$ cat src/rtl/hs_unit_reset_seq.sv
// rtl/hs_unit_reset_seq.sv - staged reset sequencer: hold, then release outputs one by one from bit 0
// Optional reset-cause capture enabled by defining HS_RESET_SEQ_CAUSE_EN.
module hs_unit_reset_seq #(
    parameter int NUM_STAGES  = 3,
    parameter int HOLD_CYCLES = 16,
    parameter int STAGE_GAP   = 4
) (
    input  logic                  clk,
    input  logic                  areset,
    input  logic                  sw_rst_req,
    input  logic                  ext_rst_req,
`ifdef HS_RESET_SEQ_CAUSE_EN
    input  logic                  cause_clr,
    output logic [2:0]            rst_cause,
`endif
    output logic [NUM_STAGES-1:0] rst_out_n,
    output logic                  busy
);

    if (NUM_STAGES < 1 || NUM_STAGES > 8) begin : g_bad_num_stages
        $error("hs_unit_reset_seq: NUM_STAGES must be in 1..8");
    end
    if (HOLD_CYCLES < 1) begin : g_bad_hold_cycles
        $error("hs_unit_reset_seq: HOLD_CYCLES must be >= 1");
    end
    if (STAGE_GAP < 1) begin : g_bad_stage_gap
        $error("hs_unit_reset_seq: STAGE_GAP must be >= 1");
    end

    localparam int MAX_CNT = (HOLD_CYCLES > STAGE_GAP) ? HOLD_CYCLES : STAGE_GAP;
    localparam int CNT_W   = (MAX_CNT > 1) ? $clog2(MAX_CNT) : 1;
    localparam int IDX_W   = (NUM_STAGES > 1) ? $clog2(NUM_STAGES) : 1;

    localparam logic [CNT_W-1:0] HOLD_LAST = CNT_W'(HOLD_CYCLES - 1);
    localparam logic [CNT_W-1:0] GAP_LAST  = CNT_W'(STAGE_GAP - 1);
    localparam logic [IDX_W-1:0] IDX_LAST  = IDX_W'(NUM_STAGES - 1);

    typedef enum logic [1:0] {
        ST_ASSERT  = 2'd0,
        ST_RELEASE = 2'd1,
        ST_RUN     = 2'd2
    } state_t;

    state_t                  state_q;
    state_t                  state_d;
    logic [CNT_W-1:0]        cnt_q;
    logic [CNT_W-1:0]        cnt_d;
    logic [IDX_W-1:0]        idx_q;
    logic [IDX_W-1:0]        idx_d;
    logic [NUM_STAGES-1:0]   rst_d;
    logic                    busy_d;
    logic                    req;

    assign req = sw_rst_req | ext_rst_req;

    always_ff @(posedge clk or posedge areset) begin
        if (areset) begin
            state_q   <= ST_ASSERT;
            cnt_q     <= '0;
            idx_q     <= '0;
            rst_out_n <= '0;
            busy      <= 1'b1;
        end else begin
            state_q   <= state_d;
            cnt_q     <= cnt_d;
            idx_q     <= idx_d;
            rst_out_n <= rst_d;
            busy      <= busy_d;
        end
    end

    always_comb begin
        state_d = state_q;
        cnt_d   = cnt_q;
        idx_d   = idx_q;
        rst_d   = rst_out_n;
        busy_d  = busy;

        case (state_q)
            ST_ASSERT: begin
                if (cnt_q == HOLD_LAST) begin
                    state_d = ST_RELEASE;
                    cnt_d   = '0;
                    idx_d   = '0;
                end else begin
                    cnt_d = cnt_q + CNT_W'(1);
                end
            end
            ST_RELEASE: begin
                if (cnt_q == GAP_LAST) begin
                    // Shifting a one in from bit 0 keeps the outputs thermometer-coded.
                    rst_d = NUM_STAGES'({rst_out_n, 1'b1});
                    cnt_d = '0;
                    idx_d = idx_q + IDX_W'(1);
                    if (idx_q == IDX_LAST) begin
                        state_d = ST_RUN;
                        busy_d  = 1'b0;
                    end
                end else begin
                    cnt_d = cnt_q + CNT_W'(1);
                end
            end
            ST_RUN: begin
                state_d = ST_RUN;
            end
            default: begin
                state_d = ST_ASSERT;
                cnt_d   = '0;
                idx_d   = '0;
                rst_d   = '0;
                busy_d  = 1'b1;
            end
        endcase

        // A request overrides everything, including the final stage release.
        if (req) begin
            state_d = ST_ASSERT;
            cnt_d   = '0;
            idx_d   = '0;
            rst_d   = '0;
            busy_d  = 1'b1;
        end
    end

`ifdef HS_RESET_SEQ_CAUSE_EN
    logic [2:0] cause_d;

    always_comb begin
        cause_d = cause_clr ? 3'b000 : rst_cause;
        if (sw_rst_req) begin
            cause_d[1] = 1'b1;
        end
        if (ext_rst_req) begin
            cause_d[2] = 1'b1;
        end
    end

    always_ff @(posedge clk or posedge areset) begin
        if (areset) begin
            rst_cause <= 3'b001;
        end else begin
            rst_cause <= cause_d;
        end
    end
`endif

endmodule

$ cat config.mk
export PLATFORM = sky130hd
export DESIGN_NAME = hs_unit_reset_seq
export DESIGN_NICKNAME = d
export VERILOG_FILES = /design/src/rtl/hs_unit_reset_seq.sv
export SDC_FILE = /design/constraint.sdc
export NUM_CORES = 1
export LEC_CHECK = 0
export CORE_ASPECT_RATIO = 1.4
export CORE_MARGIN = 10
export CORE_UTILIZATION = 30
export CTS_CLUSTER_DIAMETER = 150
export DETAILED_ROUTE_END_ITERATION = 8
export GPL_ROUTABILITY_DRIVEN = 0
export PLACE_DENSITY = 0.49
export SLEW_MARGIN = 15
export SYNTH_ARGS = -nofsm -noshare
export SYNTH_HDL_FRONTEND = slang
export SYNTH_SLANG_ARGS = --single-unit
$ cat constraint.sdc
create_clock -name clk -period 1.9 [get_ports clk]
set_input_delay 0.285 -clock clk [delete_from_list [all_inputs] [get_ports clk]]
set_output_delay 0.285 -clock clk [all_outputs]
set_load 0.005 [all_outputs]
==> results by group <==
Run status
  • Status: finished, final reports clean

Drt
  • Via-to-Cell Ratio: ~5.4
  • DRT Pass-1 Iters: 4
  • Aggregate routed wire length: between 1500 and 2000 µm
  • Drt initial violations: 17
  • DR vias: 577
  • Drt drc: 0
  • Antenna viol nets, final: 0
  • Wirelength per Cell: roughly 15 µm

Global route
  • Met1 demand-to-capacity share in global routing: 0.07801
  • Initial antenna violation count: 0
  • Gr busiest metal: met2
  • Met3 usage: 0.02254
  • Number of global-route vias before repair: about 620
  • Global-route wire length before repair: around 2800 µm
  • GR Util met2: 0.1184
  • Total track usage: 0.07313
  • Largest net degree at the start of global routing: 13
  • Total gr overflow: 0

Setup path
  • Crit path max-delay cell type: dfrtp_1
  • Startpoint Class: flop
  • CP cell instances: inv_1, ha_1, and4b_1, o32ai_1, nand2_1, o21ai_0
  • Worst EP arrival: roughly 1.9 ns
  • Critical path class: reg2reg
  • Critical Path RT: between 2 and 2.5 ns
  • Crit end category: flop
  • Crit-path max FO: 10
  • Largest stage delay on the critical path: 0.40 ns

Placed design
  • Post-Place Worst Slack: between 0.15 and 0.2 ns
  • HPWL Detailed: between 1000 and 1500 µm
  • IO Port Bufs: 7

Job
  • Max Cap Violations: 0

STA
  • Final WS setup: 0.1895 ns
  • TNS Setup: 0 ns
  • Min Tclk post-route: ~1.7 ns
  • Fmax: approximately 580 MHz
  • Pins over their slew limit: 0
  • Final Hold Viols: 0
  • Clock Skews: approximately 0.00074 ns
  • Max-slew headroom: 0.6714
  • Unrepaired setup endpoints after global routing: false
  • Final setup vio count: 0
  • Tcrit/Tclk final: 0.9003
  • Worst Tran Pin Value: 0.4924 ns

Floorplan
  • Die width: between 60 and 70 µm
  • Die H: 78.40 µm
  • Num ports: 8
  • Starting Density: 0.3090
  • DIE AREA: just under 5000 µm²
  • Rows: 21
  • Core Area: about 2400 µm²

Synthesis
  • Asr flop ratio synth: 1.000
  • Post-synth top area cell: dfrtp_1
  • Top cell type's share of synthesized area: 0.3767
  • Syn Area/Cell: roughly 9.7 µm²
  • Synth cell types: 35
  • Net Count, Synth: 84
  • Seq cells post-synth: 12
  • Synth Warn #: 0
  • Post-synth EDFFs: 0
  • Post-synthesis sequential area ratio: 0.4127
  • Cells after Synth: 75
  • Ys flop type: dfrtp_1
  • Mapped cell area: ~730 µm²
  • Main area contributors after synthesis: dfrtp_1 38%, ha_1 8.6%, nor2_1 5.1%

Power
  • Pwr dens: slightly below 600 nW/µm²
  • Worst vdd ir: roughly 0.00030 V
  • Leakage power: between 0.3 and 0.4 nW
  • Final Power: ~500 µW

CTS
  • CTS tree: done
  • H-tree levels: 1
  • Clk sinks: 12
  • Post-CTS Setup Repair Bufs: 0
  • Num CTS Buffers: 3
  • Clk_lat worst skew: roughly 0.28 ns
  • Largest buffer count on any clock path: 2
  • Clk slew on worst S/H paths: ~0.080 ns
  • Root Buffer: clkbuf_4

Cells and area
  • Layout area overhead: 15.75%
  • Final-stage net count: 93
  • Antenna cells: 0
  • Post-route core utilization: 0.3577
  • Fill cell count: 250
  • Ratio of cells with drive above 1 in the final layout: 0.1084

Min path
  • Hold WC Path Type: in2async
==> path summary, 6_finish.rpt <==
kind	from	to	slack (ns)	cells past startpoint
max	state_q[0]$_DFFE_PP0P_	idx_q[0]$_DFFE_PP0P_	0.19	6
min	areset	rst_out_n[1]$_DFFE_PP0P_	0.32	2
max reg2reg	state_q[0]$_DFFE_PP0P_	idx_q[0]$_DFFE_PP0P_	0.19	6
min reg2reg	idx_q[1]$_DFFE_PP0P_	idx_q[1]$_DFFE_PP0P_	0.49	2
max in group asynchronous	areset	busy$_DFFE_PP1P_	1.23	2
min in group clk	idx_q[1]$_DFFE_PP0P_	idx_q[1]$_DFFE_PP0P_	0.49	2
==> stage by stage <==
step,std cells,cell area [µm²],hold WS (ns)
CTS,106,845.8,0.3418
global placement,102,809.5,0.4765
floorplan,75,730.7,0.1490
finish,106,845.8,0.3233
global route,106,845.8,0.3582
detailed placement,102,809.5,0.4861
==> cell families after synthesis <==
| kind of cell | count (synthesis) | synth area share |
|---|---|---|
| muxes | 2 | 0.02740 |
| and+or+nand+nor | 30 | 0.2466 |
| adders and majority gates | 5 | 0.08562 |
| AOI/OAI and AO/OA | 17 | 0.1575 |
| buffers and inverters | 8 | 0.05820 |
| DFF | 12 | 0.4127 |
| xor gates and xnor gates | 1 | 0.01199 |
==> cell type report <==
type,instances,area (µm²),share of cell area
well taps,23,28.78,0.03402
clock buffers,4,36.28,0.04290
inverters,4,15.01,0.01775
flip-flops and latches,12,301.5,0.3565
multi-input cells,55,386.6,0.4571
repair buffers,8,77.57,0.09172
==> layout by cell type, fill, tap and decap left out, types with 2 or more instances in the layout <==
master           Yosys  routed
clkdlybuf4s50_1      0       7
clkbuf_4             0       3
mux2i_1              2       2
ha_1                 5       5
nand2_1              5       5
nor2_1              10      10
inv_1                4       4
dfrtp_1             11      11
a21oi_1              3       3
nand3_1              3       3
o21ai_0              5       4
a32o_1               2       2
==> synth_stat cells, types with 2 or more instances <==
cell	n
dfrtp_1	11
nor2_1	10
ha_1	5
nand2_1	5
o21ai_0	5
inv_1	4
a21oi_1	3
nand3_1	3
a32o_1	2
mux2i_1	2
==> registers in the layout (all words and copies together) (netlist names) <==
register / count
state_q: 2
rst_out_n: 3
idx_q: 2
busy: 1
cnt_q: 4
==> power by group <==
part / total, mW / switching (mW) / internal (mW)
sequential: 0.260 / 0.00230 / 0.257
clock: 0.213 / 0.0962 / 0.117
combinational: 0.0282 / 0.0153 / 0.0130
==> worst max-delay path, delay by kind of cell (launching register included) <==
family / cells / cell delay (ns)
AOI/OAI and AO/OA: 2 / 0.42
adders and majority gates: 1 / 0.38
and+or+nand+nor: 2 / 0.34
buffers and inverters: 1 / 0.08
DFF: 1 / 0.40
==> timing repair <==
item                       CTS  global route
hold buffers                 0             0
setup endpoints to repair    0             2
resized for setup            0             1
==> layer usage <==
metal  up-vias  part of all wire
li1        285                 -
met1       270              0.41
met2        15              0.50
met3         7             0.056
met4         0             0.037
met5         -                 0
No activity file was read; power rests on OpenSTA's default activity.
